==> src/rtl/placar_pkg.sv <==
// Shared definitions for the Breakout BCD scoreboard: game states, blank segment code and digit decoders.
package placar_pkg;

  typedef enum logic [1:0] {
    ST_IDLE = 2'd0,
    ST_PLAY = 2'd1,
    ST_LOST = 2'd2,
    ST_OVER = 2'd3
  } state_t;

  localparam logic [6:0] SEG_BLANK = 7'h7F;

  // Active-low segments, bit order gfedcba.
  function automatic logic [6:0] bcd_to_seg(input logic [3:0] d);
    case (d)
      4'd0:    bcd_to_seg = 7'h40;
      4'd1:    bcd_to_seg = 7'h79;
      4'd2:    bcd_to_seg = 7'h24;
      4'd3:    bcd_to_seg = 7'h30;
      4'd4:    bcd_to_seg = 7'h19;
      4'd5:    bcd_to_seg = 7'h12;
      4'd6:    bcd_to_seg = 7'h02;
      4'd7:    bcd_to_seg = 7'h78;
      4'd8:    bcd_to_seg = 7'h00;
      4'd9:    bcd_to_seg = 7'h10;
      default: bcd_to_seg = SEG_BLANK;
    endcase
  endfunction

  function automatic logic [7:0] bin_to_bcd2(input logic [6:0] v);
    bin_to_bcd2 = {4'(v / 7'd10), 4'(v % 7'd10)};
  endfunction

endpackage

==> src/rtl/bcd_digit_add.sv <==
// One BCD digit adder stage; stages are chained through carry to build a multi-digit score adder.
module bcd_digit_add (
  input  logic [3:0] i_a,
  input  logic [3:0] i_b,
  input  logic       i_cin,
  output logic [3:0] o_digit,
  output logic       o_carry
);

  logic [4:0] w_sum;

  assign w_sum   = {1'b0, i_a} + {1'b0, i_b} + {4'd0, i_cin};
  assign o_carry = (w_sum > 5'd9);
  assign o_digit = o_carry ? 4'(w_sum - 5'd10) : w_sum[3:0];

endmodule

==> src/rtl/placar_bcd.sv <==
// Breakout scoreboard: BCD score/lives, game FSM, bonus lives and blanked 7-segment drive.
// Optional best-score register enabled by defining PLACAR_HISCORE_EN.
module placar_bcd
  import placar_pkg::*;
#(
  parameter int SCORE_DIGITS  = 4,
  parameter int LIFE_DIGITS   = 2,
  parameter int INIT_LIVES    = 3,
  parameter int MAX_LIVES     = 9,
  parameter int PTS_PER_BLOCK = 1,
  parameter int BONUS_EVERY   = 50
) (
  input  logic                      clock,
  input  logic                      reset,
  input  logic                      hit_block,
  input  logic                      lost_ball,
  input  logic                      block_bottom,
  input  logic                      start,
  output logic [4*SCORE_DIGITS-1:0] score_bcd,
  output logic [4*LIFE_DIGITS-1:0]  lives_bcd,
  output logic [7*SCORE_DIGITS-1:0] seg_score,
  output logic [7*LIFE_DIGITS-1:0]  seg_lives,
  output logic [4*SCORE_DIGITS-1:0] hiscore_bcd,
  output logic [1:0]                game_state
);

  localparam int SW    = 4 * SCORE_DIGITS;
  localparam int BLK_W = (BONUS_EVERY > 1) ? $clog2(BONUS_EVERY) : 1;
  localparam logic [BLK_W-1:0] BLK_LAST   = BLK_W'((BONUS_EVERY > 0) ? BONUS_EVERY - 1 : 0);
  localparam logic [6:0]       LIVES_INIT = 7'(INIT_LIVES);
  localparam logic [6:0]       LIVES_MAX  = 7'(MAX_LIVES);

  logic r_hit_q, r_lost_q, r_bottom_q, r_start_q;
  logic w_hit_ev, w_lost_ev, w_bottom_ev, w_start_ev;

  state_t                  r_state, w_state_next;
  logic [SW-1:0]           r_score, w_score_next, w_score_sum, w_score_inc;
  logic [6:0]              r_lives, w_lives_next, w_lives_bonus;
  logic [BLK_W-1:0]        r_blk, w_blk_next;
  logic [SCORE_DIGITS:0]   w_carry;
  logic [7:0]              w_lives_bcd8;
  logic [4*LIFE_DIGITS-1:0] r_lives_bcd, w_lives_digits;
  logic [7*SCORE_DIGITS-1:0] r_seg_score, w_seg_score_next;
  logic [7*LIFE_DIGITS-1:0]  r_seg_lives, w_seg_lives_next;
  logic w_score_lead, w_lives_lead;

  assign w_hit_ev    = hit_block & ~r_hit_q;
  assign w_lost_ev   = lost_ball & ~r_lost_q;
  assign w_bottom_ev = block_bottom & ~r_bottom_q;
  assign w_start_ev  = start & ~r_start_q;

  // Input history for rising-edge detection.
  always_ff @(posedge clock) begin
    if (reset) begin
      r_hit_q    <= 1'b0;
      r_lost_q   <= 1'b0;
      r_bottom_q <= 1'b0;
      r_start_q  <= 1'b0;
    end else begin
      r_hit_q    <= hit_block;
      r_lost_q   <= lost_ball;
      r_bottom_q <= block_bottom;
      r_start_q  <= start;
    end
  end

  assign w_carry[0] = 1'b0;
  for (genvar g = 0; g < SCORE_DIGITS; g++) begin : g_add
    bcd_digit_add u_add (
      .i_a     (r_score[4*g +: 4]),
      .i_b     ((g == 0) ? 4'(PTS_PER_BLOCK) : 4'd0),
      .i_cin   (w_carry[g]),
      .o_digit (w_score_sum[4*g +: 4]),
      .o_carry (w_carry[g+1])
    );
  end

  assign w_score_inc   = w_carry[SCORE_DIGITS] ? {SCORE_DIGITS{4'h9}} : w_score_sum;
  assign w_lives_bonus = (r_lives >= LIVES_MAX) ? r_lives : r_lives + 7'd1;

  // Game FSM next state; only PLAY accepts events, with bottom > lost > hit.
  always_comb begin
    w_state_next = r_state;
    w_score_next = r_score;
    w_lives_next = r_lives;
    w_blk_next   = r_blk;
    if (reset) begin
      w_state_next = ST_IDLE;
      w_score_next = {SW{1'b0}};
      w_lives_next = LIVES_INIT;
      w_blk_next   = {BLK_W{1'b0}};
    end else begin
      case (r_state)
        ST_IDLE: begin
          if (start) begin
            w_state_next = ST_PLAY;
          end else begin
            w_state_next = ST_IDLE;
          end
        end
        ST_PLAY: begin
          if (w_bottom_ev) begin
            w_state_next = ST_OVER;
            w_lives_next = 7'd0;
          end else if (w_lost_ev) begin
            if (r_lives <= 7'd1) begin
              w_state_next = ST_OVER;
              w_lives_next = 7'd0;
            end else begin
              w_state_next = ST_LOST;
              w_lives_next = r_lives - 7'd1;
            end
          end else if (w_hit_ev) begin
            w_score_next = w_score_inc;
            if (BONUS_EVERY == 0) begin
              w_blk_next = r_blk;
            end else if (r_blk == BLK_LAST) begin
              w_blk_next   = {BLK_W{1'b0}};
              w_lives_next = w_lives_bonus;
            end else begin
              w_blk_next = r_blk + 1'b1;
            end
          end else begin
            w_state_next = ST_PLAY;
          end
        end
        ST_LOST: begin
          if (!start) begin
            w_state_next = ST_IDLE;
          end else begin
            w_state_next = ST_LOST;
          end
        end
        ST_OVER: begin
          if (w_start_ev) begin
            w_state_next = ST_PLAY;
            w_score_next = {SW{1'b0}};
            w_lives_next = LIVES_INIT;
            w_blk_next   = {BLK_W{1'b0}};
          end else begin
            w_state_next = ST_OVER;
          end
        end
        default: begin
          w_state_next = ST_IDLE;
        end
      endcase
    end
  end

  assign w_lives_bcd8   = bin_to_bcd2(w_lives_next);
  assign w_lives_digits = w_lives_bcd8[4*LIFE_DIGITS-1:0];

  // Segment decode with leading-zero blanking, scanning from the most significant digit.
  always_comb begin
    w_seg_score_next = {(7*SCORE_DIGITS){1'b1}};
    w_seg_lives_next = {(7*LIFE_DIGITS){1'b1}};
    w_score_lead     = 1'b1;
    w_lives_lead     = 1'b1;
    for (int i = SCORE_DIGITS - 1; i >= 0; i--) begin
      if (w_score_lead && (i != 0) && (w_score_next[4*i +: 4] == 4'd0)) begin
        w_seg_score_next[7*i +: 7] = SEG_BLANK;
      end else begin
        w_seg_score_next[7*i +: 7] = bcd_to_seg(w_score_next[4*i +: 4]);
        w_score_lead = 1'b0;
      end
    end
    for (int i = LIFE_DIGITS - 1; i >= 0; i--) begin
      if (w_lives_lead && (i != 0) && (w_lives_digits[4*i +: 4] == 4'd0)) begin
        w_seg_lives_next[7*i +: 7] = SEG_BLANK;
      end else begin
        w_seg_lives_next[7*i +: 7] = bcd_to_seg(w_lives_digits[4*i +: 4]);
        w_lives_lead = 1'b0;
      end
    end
  end

  // State, counters and display registers.
  always_ff @(posedge clock) begin
    r_state     <= w_state_next;
    r_score     <= w_score_next;
    r_lives     <= w_lives_next;
    r_blk       <= w_blk_next;
    r_lives_bcd <= w_lives_digits;
    r_seg_score <= w_seg_score_next;
    r_seg_lives <= w_seg_lives_next;
  end

  assign score_bcd  = r_score;
  assign lives_bcd  = r_lives_bcd;
  assign seg_score  = r_seg_score;
  assign seg_lives  = r_seg_lives;
  assign game_state = r_state;

`ifdef PLACAR_HISCORE_EN
  logic [SW-1:0] r_hiscore, w_hiscore_next;

  // Packed BCD orders like an unsigned number, so a plain compare is MS-digit first.
  always_comb begin
    if (reset) begin
      w_hiscore_next = {SW{1'b0}};
    end else if ((w_state_next == ST_OVER) && (r_state != ST_OVER) && (r_score > r_hiscore)) begin
      w_hiscore_next = r_score;
    end else begin
      w_hiscore_next = r_hiscore;
    end
  end

  // Best-score register, survives new games.
  always_ff @(posedge clock) begin
    r_hiscore <= w_hiscore_next;
  end

  assign hiscore_bcd = r_hiscore;
`else
  assign hiscore_bcd = {SW{1'b0}};
`endif

endmodule

==> config.mk <==
export PLATFORM = sky130hd
export DESIGN_NAME = placar_bcd
export DESIGN_NICKNAME = d
export VERILOG_FILES = /design/src/rtl/placar_pkg.sv /design/src/rtl/bcd_digit_add.sv /design/src/rtl/placar_bcd.sv
export SDC_FILE = /design/constraint.sdc
export NUM_CORES = 1
export LEC_CHECK = 0
export ABC_AREA = 1
export BUFFER_PORTS_ARGS = -buffer_cell sky130_fd_sc_hd__buf_2
export CORE_MARGIN = 2
export CORE_UTILIZATION = 52
export DETAILED_ROUTE_END_ITERATION = 10
export PLACE_DENSITY = 0.87
export REMOVE_ABC_BUFFERS = 1
export SYNTH_ARGS = -nofsm -noshare
export SYNTH_HDL_FRONTEND = slang
export SYNTH_HIERARCHICAL = 1
export SYNTH_SLANG_ARGS = --single-unit
==> constraint.sdc <==
create_clock -name clock -period 7.2 [get_ports clock]
set_input_delay 1.08 -clock clock [delete_from_list [all_inputs] [get_ports clock]]
set_output_delay 1.08 -clock clock [all_outputs]
set_load 0.02 [all_outputs]
==> results.toml, run 1 <==
[status]
outcome = "completed"

[floorplan]
die_w_um = 109
die_height_um = 109
start_util_pct = 53.1
rows = 38
coreArea_sq_mm = 0.0108
ioPinCount = 90
die_area_sq_mm = 0.0119

[global_routing]
grt.overflow.total = 0
track_usage_pct = 23.1
grt_max_degree = 25
grt_pass1_vias = 5251
antenna_found_initial = 0
grt_pass1_wl_um = 22000

[synth]
synth_ff_type = "dfxtp_1"
yosysSeqAreaShare_pct = 29.2
avgSynthCellArea_sq_um = 7.29
yosysWarnings = 6
async_flop_share_pct = 0
synth-edff-count = 0
ys_ff_latch = 84
syn-instance-count = 789
synth_area_sq_mm = 0.00575
synth_cell_types = 44

[cts]
cts_sinks = 84
cts_tree = "done"
cts_buffers = 9
insertion_delay_ns = 0.37
root_buffer = "clkbuf_8"
clk_path_buf_depth = 2
path_clk_slew_ns = 0.09
htree_levels = 3
hold_buffers = 0

[finish]
layout.nets = 1024
drive_gt1_share_pct = 31.4
fin_area_sq_mm = 0.00719
final_common_cell = "nand2_1"
nFillCells = 892
area_growth_pct = 25.0
layout_common_cells = "nand2_1 (205), inv_1 (99), dfxtp_1 (83)"
insertedDiodeCount = 0

[power]
max-vdd-ir-drop_mv = 0.132
leakage_nw = 3.94
p_per_area_mw_per_mm2 = 180

[timing]
clock_skew_ns = 0.0109
hold_viol = 0
setup_viol = 0
worst-slew-pin-transition_ns = 0.915
slew_headroom_pct = 38.9
min_period_ns = 7.07
fmax_mhz = 141
rsz0062_at_grt = "yes"
postLayoutSetupSlackWorst_ns = 0.131
layout_worst_path_cycle_share_pct = 98.2
drv_slew = 0

[drt]
num_vias = 5541
wirelength_um = 13400
vias_per_cell = 5.01
drt_pass1_iterations = 6
wire_per_inst_um = 12.1
first_iter_violations = 347
drc = 0
antenna_left = 0

[min_path]
min_path_type = "register to register"

[place]
pre_cts_slack_ns = -0.526
dpl_cell_area_sq_mm = 0.00664
io_buffer_count = 73
dp_hpwl_um = 9840
gp_congestion = 0.903

[job]
maxCapViolCount = 0

[worst_setup_path]
critPathRequiredTime_ns = 7.50
cp.arrival_ns = 7.37
start_kind = "register"
cp_slowest_stage_delay_ns = 0.58
cp_max_fo = 6
path_class = "register to register"
crit_path_end_kind = "register"
crit_slowest_cell = "fa_2"
-- layer usage --
metal / part of all wire [%] / wire length (um) / GRT usage, %
met1: 40 / 5290 / 24.4
met2: 52 / 6940 / 41.7
met3: 5.4 / 719 / 6.99
met4: 3.2 / 435 / 10.8
met5: 0 / 0 / 0
-- power breakdown --
group	switching (W)	leakage [nW]	internal [W]	total, W
sequential	0.0000145	0.685	0.000501	0.000515
clock	0.000177	0.0948	0.000155	0.000331
combinational	0.000268	3.16	0.000180	0.000448
-- worst paths after layout --
path | start | end | slack [ns] | cells after the start
hold reg to reg | r_blk[0] | r_blk[0] | 0.51 | 2
hold / removal | r_blk[0] | r_blk[0] | 0.51 | 2
setup reg to reg | score_bcd[0] | seg_score[9] | 0.13 | 39
setup / recovery | score_bcd[0] | seg_score[9] | 0.13 | 39
-- area by class of cell --
cell class                      count  area [sq um]  share of cell area (%)
Clock inverter                      4          32.5                   0.452
Timing Repair Buffer              149           940                    13.1
Clock buffer                       12           165                    2.30
Multi-Input combinational cell    594          3730                    51.9
Sequential cell                    84          1680                    23.4
Inverter                          122           460                    6.40
Tap cell                          140           175                    2.44
-- cell families (layout without fill, tap and decap cells) --
group	count (synthesis)	count (layout)	share of synthesized area (%)
xor gates and xnor gates	1	1	0.152
and+or+nand+nor	403	403	35.0
AOI/OAI and AO/OA	95	95	10.9
buffers and inverters	146	287	11.0
other	2	37	0.131
adders and majority gates	58	58	13.7
DFF	84	84	29.2
-- worst max-delay path, delay by kind of cell (launching register included) --
family                   cells  cell delay [ns]
buffers and inverters        6             0.44
AND/OR/NAND/NOR             15             1.54
flip-flops                   1             0.33
AO/OA/AOI/OAI                6             0.67
adder cells (fa/ha/maj)     12             4.00
-- per-stage QoR --
stage	hold WS (ns)	cells	total power [W]	utilization [%]	TNS, ns
floorplan	0.475	800	0.000789	-	-5.50
global placement	0.491	1065	0.000897	61.3	-1.82
detailed placement	0.503	1065	0.000907	61.3	-8.08
CTS	0.515	1098	0.00128	65.3	-0.00906
global route	0.553	1105	0.00138	66.3	-1.60
finish	0.514	1105	0.00129	66.3	0
-- synthesized netlist by cell type (11+ instances only) --
| library cell | n | area share [%] |
|---|---|---|
| o21ai_0 | 42 | 3.7 |
| nand2_1 | 208 | 14 |
| nand2_2 | 31 | 3.4 |
| nand2_4 | 21 | 4.1 |
| inv_2 | 12 | 0.78 |
| inv_1 | 109 | 7.1 |
| dfxtp_1 | 84 | 29 |
| nor3_1 | 11 | 0.96 |
| nand3_1 | 60 | 5.2 |
| ha_1 | 50 | 11 |
| nand3_2 | 11 | 1.9 |
| nor2_1 | 38 | 2.5 |
| a21oi_1 | 19 | 1.7 |
| buf_4 | 17 | 2.2 |
-- sequential cells by signal, indices dropped and copies added, names as in the netlist --
| register | flops |
|---|---|
| r_lost_q | 1 |
| seg_score | 28 |
| score_bcd | 16 |
| game_state | 2 |
| r_bottom_q | 1 |
| r_blk | 6 |
| r_start_q | 1 |
| r_hit_q | 1 |
| r_lives | 6 |
| lives_bcd | 8 |
| seg_lives | 14 |
-- what timing repair did --
action | in CTS | in global routing
setup endpoints to repair | 28 | 28
resized for setup | 35 | 19
pin swaps | 24 | 22
setup buffers | 17 | 7
No activity file was read; power rests on OpenSTA's default activity.
==> run 2, diff against run 1 <==
- SETUP_SLACK_MARGIN: unset -> 0.2
==> run 2 against run 1 <==
  * Flip-flop and latch count unchanged
  * Maximum frequency barely moved
  * Non-clock buffer count stayed put
  * Setup slack worse by 0.0046 ns
  * Die area unchanged
  * Critical path type unchanged
  * Critical endpoint unchanged
==> results.toml, run 2 (synthesis gave the netlist of run 1 again) <==
[global_routing]
track_usage_pct = 23.1
grt_max_degree = 25
grt.overflow.total = 0
grt_pass1_vias = 5251
grt_pass1_wl_um = 22000
antenna_found_initial = 0

[worst_setup_path]
critPathRequiredTime_ns = 7.50
path_class = "register to register"
crit_path_end_kind = "register"
cp.arrival_ns = 7.37
cp_max_fo = 6
crit_slowest_cell = "fa_2"
start_kind = "register"
cp_slowest_stage_delay_ns = 0.58

[finish]
layout_common_cells = "nand2_1 (205), inv_1 (98), dfxtp_1 (83)"
area_growth_pct = 25.0
insertedDiodeCount = 0
final_common_cell = "nand2_1"
drive_gt1_share_pct = 31.6
fin_area_sq_mm = 0.00719
largest_register_ffs = 28
layout.cells.non_filler = 1105
layout.nets = 1024

[timing]
rsz0062_at_grt = "yes"
hold_viol = 0
worst-slew-pin-transition_ns = 0.900
drv_slew = 0
clock_skew_ns = 0.00965
min_period_ns = 7.07
layout_worst_path_cycle_share_pct = 98.2
slew_headroom_pct = 39.9
whs_ns = 0.511
postLayoutSetupSlackWorst_ns = 0.126
fmax_mhz = 141
tns_ns = 0
setup_viol = 0

[power]
max-vdd-ir-drop_mv = 0.132
leakage_nw = 3.93
p_per_area_mw_per_mm2 = 180

[floorplan]
coreArea_sq_mm = 0.0108
start_util_pct = 53.1
rows = 38
die_w_um = 109
die_area_sq_mm = 0.0119
die_height_um = 109
ioPinCount = 90

[drt]
wire_per_inst_um = 12.2
first_iter_violations = 317
num_vias = 5552
wirelength_um = 13400
drc = 0
drt_pass1_iterations = 5
vias_per_cell = 5.02
antenna_left = 0

[cts]
cts_sinks = 84
insertion_delay_ns = 0.37
root_buffer = "clkbuf_8"
cts_buffers = 9
path_clk_slew_ns = 0.09
cts_tree = "done"
htree_levels = 3
clk_path_buf_depth = 2

[place]
io_buffer_count = 73
gp_congestion = 0.903
placedCellCount = 1065
dpl_cell_area_sq_mm = 0.00664
dp_hpwl_um = 9840
pre_cts_slack_ns = -0.526

[job]
maxCapViolCount = 0

[status]
outcome = "completed"

[min_path]
min_path_type = "register to register"
==> run 2: cell counts in the layout (fill, tap and decap cells not counted) <==
Identical to the previous run, type by type.
==> run 2: what timing repair did <==
action,4_1_cts,5_1_grt
resized for setup,36,20
hold buffers,0,0
setup buffers,17,7
pin swaps,28,22
endpoints found under the setup margin,29,28
==> run 2: layout make-up <==
class | instances | area (sq um)
clock buffer | 12 | 165
tap | 140 | 175
fill | 893 | 3650
clock inverter | 4 | 32.5
multi-input combinational | 594 | 3730
timing repair buffer | 149 | 940
sequential | 84 | 1680
inverter | 122 | 460
==> run 2: worst max-delay path: cells and delay by family (launching register included) <==
family	cells	cell delay (ns)
AOI/OAI and AO/OA	6	0.67
adders and majority gates	12	4.01
buffers and inverters	6	0.44
DFF	1	0.33
and+or+nand+nor	15	1.54
==> run 2: where the power goes <==
group	internal [W]	total [W]	leakage (nW)	switching, W
Sequential	0.000501	0.000515	0.685	0.0000144
Combinational	0.000180	0.000449	3.15	0.000269
Clock	0.000155	0.000332	0.0948	0.000177
==> run 2: final timing paths <==
check | start | end | slack (ns) | cells after the start
worst max-delay path | score_bcd[0] | seg_score[9] | 0.13 | 39
worst min-delay path | r_blk[0] | r_blk[0] | 0.51 | 2
worst max register to register | score_bcd[0] | seg_score[9] | 0.13 | 39
worst min register to register | r_blk[0] | r_blk[0] | 0.51 | 2
==> run 2: routing by layer <==
metal / vias to the layer above / routed length (um) / global-route usage [%] / share of wire, %
li1: 2799 / - / - / -
met1: 2531 / 5310 / 24.4 / 40
met2: 177 / 6900 / 41.7 / 51
met3: 45 / 788 / 6.99 / 5.9
met4: 0 / 431 / 10.8 / 3.2
met5: - / 0 / 0 / 0
==> run 2: per-stage QoR <==
stage,utilization [%],power (W)
3_5_place_dp,61.3,0.000907
4_1_cts,65.3,0.00128
5_1_grt,66.3,0.00138
6_report,66.3,0.00130
3_3_place_gp,61.3,0.000897
2_1_floorplan,-,0.000789
